### src/rtl/p405s_itlbCtl_pkg.sv
`default_nettype none
// ============================================================================
// p405s_itlbCtl_pkg
// Shared types and sizing for the ITLB refill/invalidate sequencer.
// Revision: 1.0
// ============================================================================
package p405s_itlbCtl_pkg;

  localparam int NWORDS = 4;
  localparam int IDX_W  = 2;

  typedef logic [IDX_W-1:0] idx_t;

  typedef enum logic [5:0] {
    ST_IDLE  = 6'b000001,
    ST_INVAL = 6'b000010,
    ST_REQ   = 6'b000100,
    ST_WRITE = 6'b001000,
    ST_DONE  = 6'b010000,
    ST_FAULT = 6'b100000
  } state_t;

  // Next word index, wrapping 3 -> 0.
  function automatic idx_t idx_inc(input idx_t i);
    return i + 1'b1;
  endfunction

endpackage
`default_nettype wire

### src/rtl/p405s_itlbCtl_victim.sv
`default_nettype none
// ============================================================================
// p405s_itlbCtl_victim
// Victim word select: lowest invalid word, or the round-robin pointer when full.
// Revision: 1.0
// ============================================================================
module p405s_itlbCtl_victim
  import p405s_itlbCtl_pkg::*;
(
  input  logic [NWORDS-1:0] i_valid,
  input  logic [IDX_W-1:0]  i_rrPtr,
  output logic [IDX_W-1:0]  o_victim
);

  always_comb begin
    o_victim = i_rrPtr;
    if (!i_valid[0])      o_victim = 2'd0;
    else if (!i_valid[1]) o_victim = 2'd1;
    else if (!i_valid[2]) o_victim = 2'd2;
    else if (!i_valid[3]) o_victim = 2'd3;
  end

endmodule
`default_nettype wire

### src/rtl/p405s_itlb_refillctl.sv
`default_nettype none
// ============================================================================
// p405s_itlb_refillctl
// ITLB miss qualification, UTLB refill handshake and shadow-word invalidate sweep.
// Revision: 1.0
// ============================================================================
module p405s_itlb_refillctl
  import p405s_itlbCtl_pkg::*;
#(
  parameter int NWORDS = p405s_itlbCtl_pkg::NWORDS
) (
  input  logic             i_CB,
  input  logic             i_resetCore,
  input  logic             i_ifetchValid,
  input  logic             i_VCT_msrIR,
  input  logic             i_itlbMiss,
  input  logic             i_isyncInv,
  input  logic             i_flushAbort,
  input  logic             i_utlbAck,
  input  logic             i_utlbHit,
  output logic             o_utlbReq,
  output logic [IDX_W-1:0] o_isAddr,
  output logic             o_isrdNotWrt,
  output logic             o_isInvalidate,
  output logic             o_isAbort,
  output logic             o_refillBusy,
  output logic             o_itlbFault
);

  state_t            r_state, w_nstate;
  idx_t              r_cnt, w_cnt_n;
  logic [NWORDS-1:0] r_valid, w_valid_n;
  idx_t              r_rrPtr, w_rrPtr_n;
  logic              r_invPend, w_invPend_n;
  logic              r_cancel, w_cancel_n;

  logic              r_utlbReq, w_utlbReq_n;
  idx_t              r_isAddr, w_isAddr_n;
  logic              r_isrdNotWrt, w_isrdNotWrt_n;
  logic              r_isInvalidate, w_isInvalidate_n;
  logic              r_refillBusy, w_refillBusy_n;

  idx_t              w_victim;
  logic              w_missQual;
  logic              w_cancelNow;

  assign w_missQual  = i_itlbMiss & i_ifetchValid & i_VCT_msrIR;
  assign w_cancelNow = r_cancel | i_flushAbort | i_isyncInv;

  p405s_itlbCtl_victim u_victim (
    .i_valid  (r_valid),
    .i_rrPtr  (r_rrPtr),
    .o_victim (w_victim)
  );

  always_ff @(posedge i_CB or posedge i_resetCore) begin
    if (i_resetCore) begin
      r_state        <= ST_IDLE;
      r_cnt          <= '0;
      r_valid        <= '0;
      r_rrPtr        <= '0;
      r_invPend      <= 1'b1;
      r_cancel       <= 1'b0;
      r_utlbReq      <= 1'b0;
      r_isAddr       <= '0;
      r_isrdNotWrt   <= 1'b1;
      r_isInvalidate <= 1'b0;
      r_refillBusy   <= 1'b0;
    end else begin
      r_state        <= w_nstate;
      r_cnt          <= w_cnt_n;
      r_valid        <= w_valid_n;
      r_rrPtr        <= w_rrPtr_n;
      r_invPend      <= w_invPend_n;
      r_cancel       <= w_cancel_n;
      r_utlbReq      <= w_utlbReq_n;
      r_isAddr       <= w_isAddr_n;
      r_isrdNotWrt   <= w_isrdNotWrt_n;
      r_isInvalidate <= w_isInvalidate_n;
      r_refillBusy   <= w_refillBusy_n;
    end
  end

  always_comb begin
    w_nstate         = r_state;
    w_cnt_n          = r_cnt;
    w_valid_n        = r_valid;
    w_rrPtr_n        = r_rrPtr;
    // An isync pulse in any state leaves a sweep pending.
    w_invPend_n      = r_invPend | i_isyncInv;
    w_cancel_n       = r_cancel;
    w_utlbReq_n      = 1'b0;
    w_isAddr_n       = '0;
    w_isrdNotWrt_n   = 1'b1;
    w_isInvalidate_n = 1'b0;
    w_refillBusy_n   = 1'b0;

    case (r_state)
      ST_IDLE: begin
        if (r_invPend || i_isyncInv) begin
          w_nstate = ST_INVAL;
          w_cnt_n  = '0;
        end else if (w_missQual) begin
          w_nstate   = ST_REQ;
          w_cancel_n = 1'b0;
        end
      end
      ST_INVAL: begin
        w_valid_n[r_cnt] = 1'b0;
        if (r_cnt == 2'd3) begin
          w_invPend_n = i_isyncInv;
          w_nstate    = ST_IDLE;
        end else begin
          w_cnt_n = idx_inc(r_cnt);
        end
      end
      ST_REQ: begin
        w_cancel_n = w_cancelNow;
        if (i_utlbAck) begin
          if (w_cancelNow)    w_nstate = ST_IDLE;
          else if (i_utlbHit) w_nstate = ST_WRITE;
          else                w_nstate = ST_FAULT;
        end
      end
      ST_WRITE: begin
        // r_isAddr still holds the victim captured on entry to WRITE.
        if (!i_flushAbort) begin
          w_valid_n[r_isAddr] = 1'b1;
          w_rrPtr_n           = idx_inc(r_isAddr);
        end
        w_nstate = ST_DONE;
      end
      ST_DONE:  w_nstate = ST_IDLE;
      ST_FAULT: w_nstate = ST_IDLE;
      default:  w_nstate = ST_IDLE;
    endcase

    // Outputs are registered from the state being entered.
    case (w_nstate)
      ST_INVAL: begin
        w_isAddr_n       = w_cnt_n;
        w_isInvalidate_n = 1'b1;
        w_refillBusy_n   = 1'b1;
      end
      ST_REQ: begin
        w_utlbReq_n    = 1'b1;
        w_refillBusy_n = 1'b1;
      end
      ST_WRITE: begin
        w_isAddr_n     = w_victim;
        w_isrdNotWrt_n = 1'b0;
        w_refillBusy_n = 1'b1;
      end
      ST_DONE:  w_refillBusy_n = 1'b1;
      ST_FAULT: w_refillBusy_n = 1'b1;
      default:  w_refillBusy_n = 1'b0;
    endcase
  end

  assign o_utlbReq      = r_utlbReq;
  assign o_isAddr       = r_isAddr;
  assign o_isrdNotWrt   = r_isrdNotWrt;
  assign o_isInvalidate = r_isInvalidate;
  assign o_refillBusy   = r_refillBusy;

  // Abort and fault must react to a flush in the very cycle they are presented,
  // so they gate a registered state bit with the live flush input.
  assign o_isAbort   = (r_state == ST_WRITE) & i_flushAbort;
  assign o_itlbFault = (r_state == ST_FAULT) & ~i_flushAbort;

endmodule
`default_nettype wire
### config.mk
export PLATFORM = sky130hd
export DESIGN_NAME = p405s_itlb_refillctl
export DESIGN_NICKNAME = d
export VERILOG_FILES = /design/src/rtl/p405s_itlbCtl_pkg.sv /design/src/rtl/p405s_itlbCtl_victim.sv /design/src/rtl/p405s_itlb_refillctl.sv
export SDC_FILE = /design/constraint.sdc
export NUM_CORES = 1
export LEC_CHECK = 0
export BUFFER_PORTS_ARGS = -buffer_cell sky130_fd_sc_hd__buf_4
export CAP_MARGIN = 15
export CORE_UTILIZATION = 30
export CTS_CLUSTER_SIZE = 28
export DETAILED_ROUTE_END_ITERATION = 6
export SLEW_MARGIN = 20
export SYNTH_ARGS = -nofsm -noshare
export SYNTH_HDL_FRONTEND = slang
export SYNTH_HIERARCHICAL = 1
export SYNTH_SLANG_ARGS = --single-unit
export TNS_END_PERCENT = 50
### constraint.sdc
create_clock -name i_CB -period 2.3 [get_ports i_CB]
set_clock_uncertainty 0.15 [all_clocks]
set_input_delay 0.23 -clock i_CB [delete_from_list [all_inputs] [get_ports i_CB]]
set_output_delay 0.23 -clock i_CB [all_outputs]
set_load 0.03 [all_outputs]
Word-level counts from Yosys, hierarchy flattened:

Index checks and enable logic that the tools add are counted.
Widths: inputs -> output; s select.

* output and inout port bits: 8
* bits in read-only memories: 0
* register bits: 22
* memories kept: 0
* bits in writable memories: 0
* latch bits: 0

* shift operators: 0
* reductions and logical operators: 9
* divide/modulo/power cells: 0
* equality and inequality tests: 14
* magnitude comparators: 4
* multiply operators: 0
* add/subtract/negate cells: 2
* muxes and demuxes: 30
* bitwise logic cells: 11

Operators with widths (count)
* $mux 6: 6
* $pmux 6 s4: 1
* $eq 6x2->1 const B: 2
* $eq 6x3->1 const B: 2
* $eq 6x4->1 const B: 2
* $eq 6x6->1 const B: 2
* $mux 2: 6
* $mux 1: 10
* $pmux 2 s2: 2
* $pmux 4 s2: 1
* $eq 6x1->1 const B: 1
* $eq 6x5->1 const B: 1
* $lt 2x3->1 const B: 2
* $ne 2x2->1 const B: 3
* $reduce_or 5->1: 1
* $add 2x1->2 const B: 2
* $and 1x1->1: 4
* $and 4x4->4: 1
* $demux 1 s2: 2
* $ge 2x1->1 const B: 2
* $mux 4: 1
* $not 4->4: 1
* $or 4x4->4: 1
* $reduce_and 2->1: 2
* other kinds (8): 12

Logic depth before layout (Yosys ltp):

Gate-level depths: netlist of run 1.

* depth in word-level cells: 8
* mapped depth: 4
* depth with buffers taken out: 4

Modules after synthesis:

Netlist of run 1, hierarchy kept.

By module, submodules not included
* p405s_itlb_refillctl: area an instance 1042.2 um^2, cells an instance 96, sequential area each 554.3 um^2, times used 1
* p405s_itlbCtl_victim: area an instance 33.8 um^2, cells an instance 6, sequential area each 0.0 um^2, times used 1

Least setup slack after synthesis of run 1:

Ideal clock, no wire load.

* kind: reg2reg
* start point: register r_state[5]
* end point: register r_valid[2]
* stages on the path, launching flop included: 5
* slack: 0.377 ns
* buffers on the path: 0
* data required time: 2.029 ns
* library setup time: 0.121 ns
* arrival time: 1.652 ns
* path through: dfrtp_1 > or4_4 > nor3b_4 > nand3b_1 > a22o_1

* word-level cells in the longest chain between the ends: 3
* elaborated cells on any way between the ends: 6
* those cells by class: 3 x eq/ne; 1 x mux; 2 x reduce/logical

RTL lines
* from (decl): RTL line p405s_itlb_refillctl.sv:30 `state_t r_state, w_nstate;`
* from (signal assigned): RTL line p405s_itlb_refillctl.sv:70 `r_state <= w_nstate;`
* $eq 6x4->1 or $eq 6x2->1 (tied branches): RTL line p405s_itlb_refillctl.sv:98 `case (r_state)`
* $ne 2x2->1 (no line) or $reduce_bool 2->1 (tied branches)
* $reduce_and 2->1 (no line)
* to (signal assigned): RTL line p405s_itlb_refillctl.sv:72 `r_valid <= w_valid_n;`
* to (decl): RTL line p405s_itlb_refillctl.sv:32 `logic [NWORDS-1:0] r_valid, w_valid_n;`

Parallel ways exist; a longest one is shown, timed or not.
A chain may end at the register's enable or synchronous reset.

Final worst setup path of run 1:

* start point: register r_state[2]
* end point: output port o_isAbort

* word-level cells in the longest chain between the ends: 2

RTL lines
* $eq 6x4->1: RTL line p405s_itlb_refillctl.sv:168 `assign o_isAbort = (r_state == ST_WRITE) & i_flushAbort;`
* $and 1x1->1: RTL line p405s_itlb_refillctl.sv:168
* to (decl): RTL line p405s_itlb_refillctl.sv:25 `output logic o_isAbort,`

No other way between the ends.

==> results.txt, run 1 <==
The run finished with clean final reports. The clock tree from TritonCTS is yes. The later pin in the worst-skew pair is clocked with a latency of 0.30 ns. The routed length per placed instance came out at 12.7 µm. The detailed router put a total of 965 µm of wire on met1.

The count of state elements after synthesis is 22. Signal routing reaches up to met4. The number of cells on the worst reg-to-reg path came out at 4. The die boundary height came out at 61.9 µm. The biggest fanout along the worst timing path came out at 6. The cell count of the worst hold path is 3.

The worst register-to-register path ends at o_refillBusy$_DFF_PP0_. The initial core utilization came out at 31.7%. Data on the critical path arrives at its endpoint at 1.81 ns.

The final critical path time including I/O delays and setup is 2.19 ns. In this run the tightest slew margin relative to its limit is 47.0%. The combined area of all synthesized cells is 1080 µm². The total number of vias came out at 819. Yosys instantiated no cell more often than sky130_fd_sc_hd__dfrtp_1.

The kind of cell with the highest combined delay along the critical path is simple AND/OR/NAND/NOR gates. Setup slack on the worst reg-to-reg path comes out at 0.20 ns. The violation count after the first detailed-routing iteration came out at 29. The data required time of the critical path is 1.92 ns. The origin of the worst min-delay path is i_flushAbort.

The quantity of I/O buffers inserted on ports came out at 16. Among all flip-flop cells after synthesis, the most frequent one is sky130_fd_sc_hd__dfrtp_1. In the routed design, unresolved DRC markers number 0.

The overall die width came out at 61.9 µm. The post-route clock period utilization came out at 95.3%. At the pin with the least slew margin, the transition time is 0.795 ns. The pre-antenna-repair detailed-routing pass consisted of 4 iterations. The final-report hold violation count is 0.

Setup repair after global routing left no endpoint under its margin. Together, buffers and inverters on the worst path number 1. The delay of the slowest critical-path stage is 0.60 ns.

The peak ir drop on the vdd network is 338 µV. In the final layout, the share of cells above drive strength 1 is 26.2%. The worst setup path is launched from a register.

The number of gates on the worst path with buffers counted is 4. The total I/O pin count came out at 17. After detailed routing, the number of vias per cell comes to 4.76.

The cell at the slowest stage of the critical path is sky130_fd_sc_hd__or4b_4. The global placer's final weighted congestion came out at 0.788. The total CTS buffers is 3. The total of max-cap violations came out at 0. A synthesized cell averages 10.5 µm². Ranked by instance count, the synthesized netlist is headed by 19 x sky130_fd_sc_hd__dfrtp_1, 8 x sky130_fd_sc_hd__inv_1, 8 x sky130_fd_sc_hd__nand2_1, 7 x sky130_fd_sc_hd__nor2_1, 5 x sky130_fd_sc_hd__a21oi_1. The share of flip-flops with an asynchronous set or reset came out at 100%.

The leakage component of the power is 0.609 nW. The final-layout setup total negative slack is 0 ns. Of all cell types, the one taking the most synthesized area is sky130_fd_sc_hd__dfrtp_1. Wire segments on met3 add up to 66 µm in the final route. The share of the core filled with cells is 39.6%. The min-delay analysis places its worst path in the category in2reg.

The core region is 3390 µm². The power density over the cells came out at 903 nW/µm². The proportion of netlist area held by the largest area contributor came out at 44.2%. The first global-routing pass estimated 3.60 mm of wire. In the final design database the tool counted 140 nets.

The half-perimeter wire length after detailed placement is 1.67 mm. Sequential elements use 51.5% of the synthesized area. The total of endpoints with negative setup slack in the final report is 0. The max-slew violation count came to 0. By area the synthesized netlist is led by sky130_fd_sc_hd__dfrtp_1 44%, sky130_fd_sc_hd__dfstp_2 7.3%, sky130_fd_sc_hd__ha_1 4.7%.

The tree is rooted in a sky130_fd_sc_hd__clkbuf_4. The count of warnings emitted by yosys came out at 6. The number of diodes added for antenna fixing came out at 0. The synthesized netlist contains 36 unique library cells. The via count of the first global-routing pass came out at 823. The initial antenna violation count came out at 0. Counting every sink on the clock net gives 22. The area growth from synthesis to layout came out at 24.9%. The met2 wire length is 1.14 mm. The kind of critical path is reg2out. Walking the worst path, the cells encountered are or4b_4, nor3_2, and2_1, buf_4.

The count of nets left with antenna violations once routing finished came out at 0. Global routing finished with a remaining overflow of 0. The routed wire length came out at 2.18 mm. The maximum clock insertion buffer count is 2. The overall die area is 3830 µm². The worst setup path is captured at an output port.

The number of enable flip-flop cells after synthesis is 0. The pin count of the biggest net entering global routing came out at 23. The path with the worst hold slack has its endpoint at r_cancel$_DFFE_PP0P_. The achievable clock frequency came out at 456 MHz. The total nets after synthesis is 115. After clock tree synthesis, the clock-pin slew on the worst setup and hold paths is 0.12 ns. The gate count of the mapped netlist is 102. Row generation in the floorplan step produced 21 rows. The overall track demand over capacity in global routing is 13.1%.

In this run the critical register-to-register path is launched from r_state[5]$_DFF_PP0_. In this run the number of H-tree levels came out at 1.
## per-stage QoR
stage / power [mW] / worst slack [ns] / hold slack [ns] / instance area (µm²) / instances
CTS: 1.23 / 0.0130 / 0.111 / 1340 / 172
detailed placement: 1.01 / 0.243 / 0.245 / 1260 / 164
finish: 1.21 / 0.108 / 0.113 / 1340 / 172
global placement: 0.994 / 0.269 / 0.244 / 1260 / 164
floorplan: 0.883 / 0.377 / 0.0670 / 1080 / 102
global route: 1.30 / 0.0215 / 0.114 / 1340 / 172
## logic make-up after synthesis
family	count (synthesis)	share of synthesized area (%)
AND/OR/NAND/NOR	44	25.7
flip-flops	22	51.5
AO/OA/AOI/OAI	19	11.7
buffers and inverters	10	3.72
adder cells (fa/ha/maj)	4	4.65
XOR/XNOR	2	1.63
multiplexers	1	1.05
## how the worst max path moves through the flow
stage	slack [ns]	end	from
6_report	0.11	o_isAbort	r_state[2]$_DFF_PP0_
5_1_grt	0.02	o_isAbort	r_state[2]$_DFF_PP0_
3_5_place_dp	0.24	r_valid[2]$_DFFE_PP0P_	r_state[5]$_DFF_PP0_
3_3_place_gp	0.27	o_refillBusy$_DFF_PP0_	r_state[5]$_DFF_PP0_
2_1_floorplan	0.38	r_valid[2]$_DFFE_PP0P_	r_state[5]$_DFF_PP0_
4_1_cts	0.01	o_isAbort	r_state[2]$_DFF_PP0_
## metal layers
metal / up-vias / track usage (%)
met5: - / 0
met4: 0 / 4.44
met3: 2 / 3.11
met2: 13 / 24.4
met1: 395 / 14.5
li1: 409 / -
## cell type report
type,instances,area [µm²]
clock buffer,4,36.3
fill,340,2050
tap,46,57.6
timing repair buffer,22,175
multi-input combinational,70,490
sequential,22,554
inverter,8,30.0
## report_power, final
group | total, mW | switching, mW | internal, mW
clock | 0.210 | 0.114 | 0.0966
combinational | 0.426 | 0.231 | 0.196
sequential | 0.577 | 0.108 | 0.469
## cells in the final DEF, fill, tap and decap left out, types with 2 or more instances in the layout
master | Yosys | layout
sky130_fd_sc_hd__dfstp_2 | 3 | 3
sky130_fd_sc_hd__nand2_1 | 8 | 8
sky130_fd_sc_hd__nor2_1 | 7 | 7
sky130_fd_sc_hd__nor4_1 | 3 | 3
sky130_fd_sc_hd__nand3b_1 | 2 | 2
sky130_fd_sc_hd__a21oi_1 | 5 | 5
sky130_fd_sc_hd__xnor2_1 | 2 | 2
sky130_fd_sc_hd__nor3_1 | 3 | 2
sky130_fd_sc_hd__ha_1 | 4 | 4
sky130_fd_sc_hd__nand2b_1 | 3 | 3
sky130_fd_sc_hd__nor2b_1 | 2 | 2
sky130_fd_sc_hd__clkbuf_4 | 0 | 3
sky130_fd_sc_hd__o21ai_0 | 2 | 2
sky130_fd_sc_hd__a22o_1 | 3 | 3
sky130_fd_sc_hd__o22ai_1 | 2 | 2
sky130_fd_sc_hd__and3_1 | 3 | 3
sky130_fd_sc_hd__dlygate4sd3_1 | 0 | 4
sky130_fd_sc_hd__nand3_1 | 3 | 3
sky130_fd_sc_hd__a31oi_1 | 2 | 2
sky130_fd_sc_hd__dfrtp_1 | 19 | 19
sky130_fd_sc_hd__inv_1 | 8 | 8
sky130_fd_sc_hd__buf_4 | 0 | 18
## registers in the layout, indices dropped and copies added (netlist names), 2 cells and up
| register | flops |
|---|---|
| o_isAddr | 2 |
| r_cnt | 2 |
| r_rrPtr | 2 |
| r_state | 6 |
| r_valid | 4 |
## worst min-delay path: stages
cell                        delay (ns)
sky130_fd_sc_hd__buf_4            0.12
sky130_fd_sc_hd__nor2_1           0.05
sky130_fd_sc_hd__o2bb2ai_1        0.13
## what timing repair did
| action | CTS | global route |
|---|---|---|
| setup buffers | 0 | 0 |
| hold buffers | 4 | 0 |
| endpoints found under the setup margin | 1 | 1 |
| resized for setup | 1 | 1 |
| hold endpoints to repair | 23 | 0 |
(Power assumes the default switching activity.)
==> run 2: changes to the inputs <==
CORE_UTILIZATION = 54   (was 30)
PLACE_DENSITY = 0.77   (was default)
==> results.txt, run 2 (synthesized netlist as in run 1, its figures left out) <==
The peak ir drop on the vdd network is 856 µV. The global placer's final weighted congestion is 0.834. The number of gates on the worst path with buffers counted is 4. The overall die width is 46.6 µm. For this design the ratio of total power to cell area is 934 nW/µm². The type of destination of the critical path is an output port.

The sequential cell area in the final layout came out at 554 µm². The initial core utilization came out at 59.7%. The violation count after the first detailed-routing iteration came out at 20. The total CTS buffers came out at 3. The clock passes through at most 2 buffers. The number of nets in the final layout is 140. The final worst slack came out at 0.116 ns. The floorplan step set the die height to 46.6 µm. The delay of the slowest critical-path stage is 0.59 ns. The residual DRC count is 0. The design draws 1.23 mW. The tool flagged a number of max-cap violations equal to 0. The post-route clock period utilization is 94.9%.

The area taken by multi-input logic gates came out at 490 µm². The half-perimeter wire length after detailed placement is 1.54 mm. The final-layout setup total negative slack is 0 ns.

The fill cell total of the finished layout came out at 142. The count of nets left with antenna violations once routing finished came out at 0. The final critical path time including I/O delays and setup is 2.18 ns. The overall die area came out at 2180 µm². The register with the most flip-flops in the layout has 6 of them. For this design the total switching power over the nets is 467 µW. The final-report hold violation count came out at 0. The run finished with clean final reports. The tree is rooted in a sky130_fd_sc_hd__clkbuf_4.

The first-pass GRT wire length is 3.48 mm. The number of buffers inserted by post-CTS setup repair came out at 0. The core outline area is 1800 µm². The start of the worst register-to-register path is r_state[4]$_DFF_PP0_.

Compared with the post-synthesis result, the final layout area differs by 22.4%. Walking the worst path, the cells encountered are or4b_4, nor3_2, and2_1, buf_4. The clock net in this run drives a total of 22 sinks. The share of the core filled with cells is 73.1%.

The arrival time of data at the critical path endpoint is 1.80 ns. In this design, the largest share of critical-path delay is due to simple AND/OR/NAND/NOR gates. The cell count of the worst hold path is 3.

The biggest fanout along the worst timing path is 6. The achievable clock frequency is 458 MHz. The clock slew seen by the registers of the worst setup and hold paths is 0.12 ns. The first detailed-routing pass took 4 iterations. In this run the tightest slew margin relative to its limit is 47.2%. The combinational cell fraction of total power is 35.4%. The worst hold path belongs to the class in2reg. The pin count of the biggest net entering global routing came out at 23.

Timing analysis after detailed placement gives a worst setup slack of 0.266 ns. For the worst-skew pair, the clock arrives at the later sink with an insertion delay of 0.31 ns. The path with the worst hold slack has its endpoint at r_cancel$_DFFE_PP0P_. The initial antenna violation count was 0. In the final layout, the registers with the most flip-flops are r_state x6, r_valid x4. The switching share of power is 38.0%.

For the worst flop-to-flop path, the logic depth is 4. The max-slew violation count is 0. The portion of total power attributed to sequential cells is 47.5%.

The total I/O pin count is 17. TritonCTS built the clock tree. The routed length per placed instance is 14.5 µm.

The register-to-register setup slack came out at 0.21 ns. The standard-cell row count came out at 15. The share of final-layout standard cells stronger than drive strength 1 came out at 26.2%. The type of element launching the critical path is a register.

The commonest non-fill, non-tap cell in the layout is sky130_fd_sc_hd__dfrtp_1. The internal power is 763 µW. The endpoint identified for the worst register-to-register timing path is r_valid[2]$_DFFE_PP0P_.

The worst hold path begins at i_flushAbort. The quantity of I/O buffers inserted on ports is 16. Setup repair after global routing left no endpoint under its margin.

For this run, the total global-route usage over all layers was measured as 23.1%. The critical path in this run is classified as reg2out. The via count of the first global-routing pass is 783.

Ranked by flip-flop count, first place goes to r_state. The total of endpoints with negative setup slack in the final report came out at 0. The CTS H-tree depth is 1. STA puts the critical path data required time at 1.92 ns. The number of diodes added for antenna fixing is 0. The detailed router placed 833 vias in this run. In the layout the commonest cells are 19 x sky130_fd_sc_hd__dfrtp_1, 18 x sky130_fd_sc_hd__buf_4, 8 x sky130_fd_sc_hd__inv_1, 8 x sky130_fd_sc_hd__nand2_1, 7 x sky130_fd_sc_hd__nor2_1. The post-detailed-route via-to-cell ratio is 5.52. The routed wire length is 2.18 mm. For this design, the slowest cell found on the critical path is sky130_fd_sc_hd__or4b_4. The slew of the pin with the lowest slew margin came out at 0.792 ns. The leakage component of the power came out at 0.609 nW. The sum of buffers and inverters on the critical path came out at 1. The total overflow left after global routing is 0. Per report_power, the clock group accounts for 17.1% of the total.
-- run 2: cell counts in the layout (fill, tap and decap cells not counted) --
Identical to the previous run, type by type.
-- run 2: power by group through the flow --
stage | registers, mW | clock network, mW | logic [mW]
2_1_floorplan | 0.589 | 0 | 0.294
3_3_place_gp | 0.584 | 0 | 0.410
3_5_place_dp | 0.587 | 0 | 0.429
4_1_cts | 0.582 | 0.216 | 0.437
5_1_grt | 0.597 | 0.228 | 0.473
6_report | 0.585 | 0.211 | 0.435
-- run 2: final cells by class --
cell class	instances	share of cell area [%]
clock buffer	4	2.75
tap	25	2.37
timing repair buffer	22	13.3
inverter	8	2.28
sequential	22	42.1
multi-input combinational	70	37.2
-- run 2: stage by stage --
stage / cells / hold slack (ns) / instance area (µm²)
floorplan: 102 / 0.0670 / 1080
global placement: 143 / 0.243 / 1230
detailed placement: 143 / 0.247 / 1230
CTS: 151 / 0.0670 / 1310
global route: 151 / 0.0669 / 1320
finish: 151 / 0.0662 / 1320
-- run 2: routing by layer --
layer / wire (µm) / GRT usage [%]
met1: 979 / 31.4
met2: 1100 / 37.8
met3: 84 / 3.53
met4: 19 / 6.86
met5: 0 / 0
-- run 2: worst max-delay path by stage --
stage	startpoint	endpoint	slack (ns)
floorplan	r_state[5]$_DFF_PP0_	r_valid[2]$_DFFE_PP0P_	0.38
global placement	r_state[4]$_DFF_PP0_	r_valid[2]$_DFFE_PP0P_	0.31
detailed placement	r_state[4]$_DFF_PP0_	r_valid[2]$_DFFE_PP0P_	0.27
CTS	r_state[2]$_DFF_PP0_	o_isAbort	0.01
global route	r_state[2]$_DFF_PP0_	o_isAbort	0.05
finish	r_state[2]$_DFF_PP0_	o_isAbort	0.12
-- run 2: worst min-delay path: cells and delay by family --
kind | cells | cell delay [ns]
and+or+nand+nor | 1 | 0.04
buffers and inverters | 1 | 0.12
AOI/OAI and AO/OA | 1 | 0.11
-- run 2: timing repair --
item,in CTS,in global routing
endpoints found under the setup margin,0,1
endpoints found under the hold margin,22,0
hold buffers,4,0
gates resized for setup,0,2
==> run 3: changes to the inputs <==
CORE_UTILIZATION = 49   (was 54)
PLACE_DENSITY = 0.73   (was 0.77)
clock period = 2 ns   (was 2.3 ns; I/O delays follow)
==> results.txt, run 3 (synthesized netlist as in run 1, its figures left out) <==
The final design area excluding fillers came out at 1410 µm². The flip-flop count of the largest register, all copies and words added came out at 6. The overall track demand over capacity in global routing came out at 20.6%. The pin count of the biggest net entering global routing is 23.

The worst setup path is captured at an output port. The residual DRC count is 0. Leaving out fill and tap cells, the most frequent cell in the layout is sky130_fd_sc_hd__buf_4.

At the pin with the least slew margin, the transition time is 0.354 ns. Counting the buffers created by CTS gives 3. The achievable clock frequency came out at 488 MHz.

The via count of the first global-routing pass came out at 877. After layout, the worst setup slack is -0.0479 ns. The die boundary height is 48.9 µm. The data required time of the critical path is 1.65 ns. The met2 wire length is 1.10 mm. The maximum clock insertion buffer count is 2. The cell at the slowest stage of the critical path is sky130_fd_sc_hd__or4b_4. The routed wire length is 2.16 mm.

The area growth from synthesis to layout came out at 30.9%. The peak ir drop on the vdd network is 605 µV. The area taken by multi-input logic gates came out at 524 µm². The tree is rooted in a sky130_fd_sc_hd__clkbuf_4. CTS built an H-tree with a depth of 1. The initial antenna violation count came to 0. The register-to-register setup slack came out at 0 ns. The biggest fanout along the worst timing path is 2. Setup violations remaining at the end of the flow were counted as 1.

The top cell types in the final layout, fill and taps aside, are 25 x sky130_fd_sc_hd__buf_4, 18 x sky130_fd_sc_hd__dfrtp_1, 8 x sky130_fd_sc_hd__inv_1, 8 x sky130_fd_sc_hd__nand2_1, 7 x sky130_fd_sc_hd__nor2_1. The floorplan has 16 rows. The fill cell total of the finished layout is 144. The worst register-to-register path ends at r_state[3]$_DFF_PP0_. The startpoint identified for the worst register-to-register timing path is r_state[1]$_DFF_PP0_.

The total number of vias is 848. The type of element launching the critical path is a register. Setup repair after global routing could not meet its margin everywhere. At the worst endpoint, the arrival time is 1.70 ns. In this run the tightest slew margin relative to its limit is 76.2%. The total power draw is 1.43 mW. The first global-routing pass estimated 3.73 mm of wire.

The flow ran to the end, but the final reports show violations. The cell area reported after detailed placement came out at 1270 µm². The number of cells on the worst reg-to-reg path came out at 6. In the final layout, flip-flops and latches occupy 556 µm².

The power density over the cells came out at 1020 nW/µm². The routed length per placed instance came out at 13.4 µm. The max-slew violation count came to 0. The final-report hold violation count came out at 0. The number of sinks on the clock net is 22.

The delay of the slowest critical-path stage is 0.56 ns. The overall die width is 48.9 µm. The total I/O pin count is 17. The remaining antenna violation count came out at 0. The first-pass detailed-route iteration total came out at 4. OpenSTA, run right after detailed placement, puts the worst setup slack at 0.0923 ns.

The startpoint identified for the worst hold timing path is i_flushAbort. The floorplan step defined a die boundary enclosing 2390 µm². In the final layout, the registers with the most flip-flops are r_state x6, r_valid x4. In this run the top signal layer used is met4. The final reports fail on negative setup slack.

The register ranked first by flip-flop count is r_state. The number of antenna diodes in the final layout is 0. Summed over all nets, the half-perimeter wirelength after detailed placement is 1.55 mm. The congestion estimate from routability-driven global placement came to 0.834. The residual overflow from global routing came out at 0. The critical path starts at r_state[1]$_DFF_PP0_.

For the worst-skew pair, the clock arrives at the later sink with an insertion delay of 0.30 ns. TritonCTS built the clock tree. The number of nets in the final layout came out at 148. Wire segments on met3 add up to 55 µm in the final route.

The initial core utilization is 53.2%. The critical path ends at o_isAbort. The final critical path time including I/O delays and setup came out at 2.05 ns. The share of final-layout standard cells stronger than drive strength 1 is 34.3%. In this run the standard cell core region covers 2020 µm².

The final hold slack came out at 0.0704 ns. The detailed router finished its first iteration with 19 violations. The worst setup path is of the reg2out kind. The post-route clock period utilization came out at 102%. The signal on the critical path passes through or4b_4, nor3_4, and2_4, buf_6. The post-route met1 wirelength came out at 984 µm. The quantity of I/O buffers inserted on ports came out at 16. The leakage component of the power is 0.642 nW. Clock-pin slew was measured on the worst setup and hold paths at 0.11 ns.

The total of max-cap violations is 0. In this run the worst hold path is classified as in2reg. Using the TritonRoute via totals, the vias-per-cell ratio works out to 5.27.
-- run 3: cell count changes in the layout (fill, tap and decap cells not counted), moves of 2 or more --
cell,before,now
sky130_fd_sc_hd__o22ai_2,0,2
sky130_fd_sc_hd__nor4_1,3,1
sky130_fd_sc_hd__o22ai_1,2,0
sky130_fd_sc_hd__nor4_2,0,2
sky130_fd_sc_hd__buf_4,18,25
-- run 3: routing by layer --
| metal | vias to the layer above | track usage, % |
|---|---|---|
| met3 | 2 | 3.12 |
| met5 | - | 0 |
| met2 | 12 | 35.9 |
| met1 | 405 | 25.5 |
| met4 | 0 | 8.33 |
| li1 | 429 | - |
-- run 3: worst max-delay path: cells and delay by family, from the launching register on --
kind	cells	cell delay (ns)
and+or+nand+nor	3	0.86
buffers and inverters	1	0.12
DFF	1	0.44
-- run 3: stage by stage --
step / utilization [%] / setup TNS, ns / instances
finish: 69.7 / -0.0479 / 161
global route: 69.7 / -0.424 / 161
CTS: 68.8 / -0.0697 / 161
detailed placement: 62.9 / 0 / 150
global placement: 62.9 / 0 / 150
floorplan: - / 0 / 102
-- run 3: repair_timing --
item                                    4_1_cts  5_1_grt
endpoints found under the setup margin        1        7
gates resized for setup                       7        4
setup buffers                                 3        0
hold endpoints to repair                     23        0
pin swaps                                     1        2
hold buffers                                  4        0
-- run 3: final cells by class --
cell class | count | area share, %
Clock buffer | 4 | 1.87
Inverter | 8 | 2.13
Multi-Input combinational cell | 70 | 37.2
Sequential cell | 22 | 39.4
Tap cell | 27 | 2.40
Timing Repair Buffer | 30 | 17.0
-- run 3: worst min path at each step --
stage	slack, ns	cells past startpoint	endpoint
after floorplan	0.04	1	o_isAddr[0]$_DFF_PP0_
after global placement	0.10	3	r_rrPtr[1]$_DFFE_PP0P_
after detailed placement	0.11	3	r_rrPtr[1]$_DFFE_PP0P_
after CTS	0.07	3	r_cancel$_DFFE_PP0P_
after global routing	0.07	3	r_cancel$_DFFE_PP0P_
final	0.07	3	r_cancel$_DFFE_PP0P_
-- run 3: power breakdown --
group	total, mW	leakage (nW)	switching [mW]	internal [mW]
registers	0.646	0.281	0.104	0.542
clock network	0.202	0.0150	0.125	0.0775
logic	0.584	0.346	0.310	0.274
total	1.43	0.642	0.539	0.893
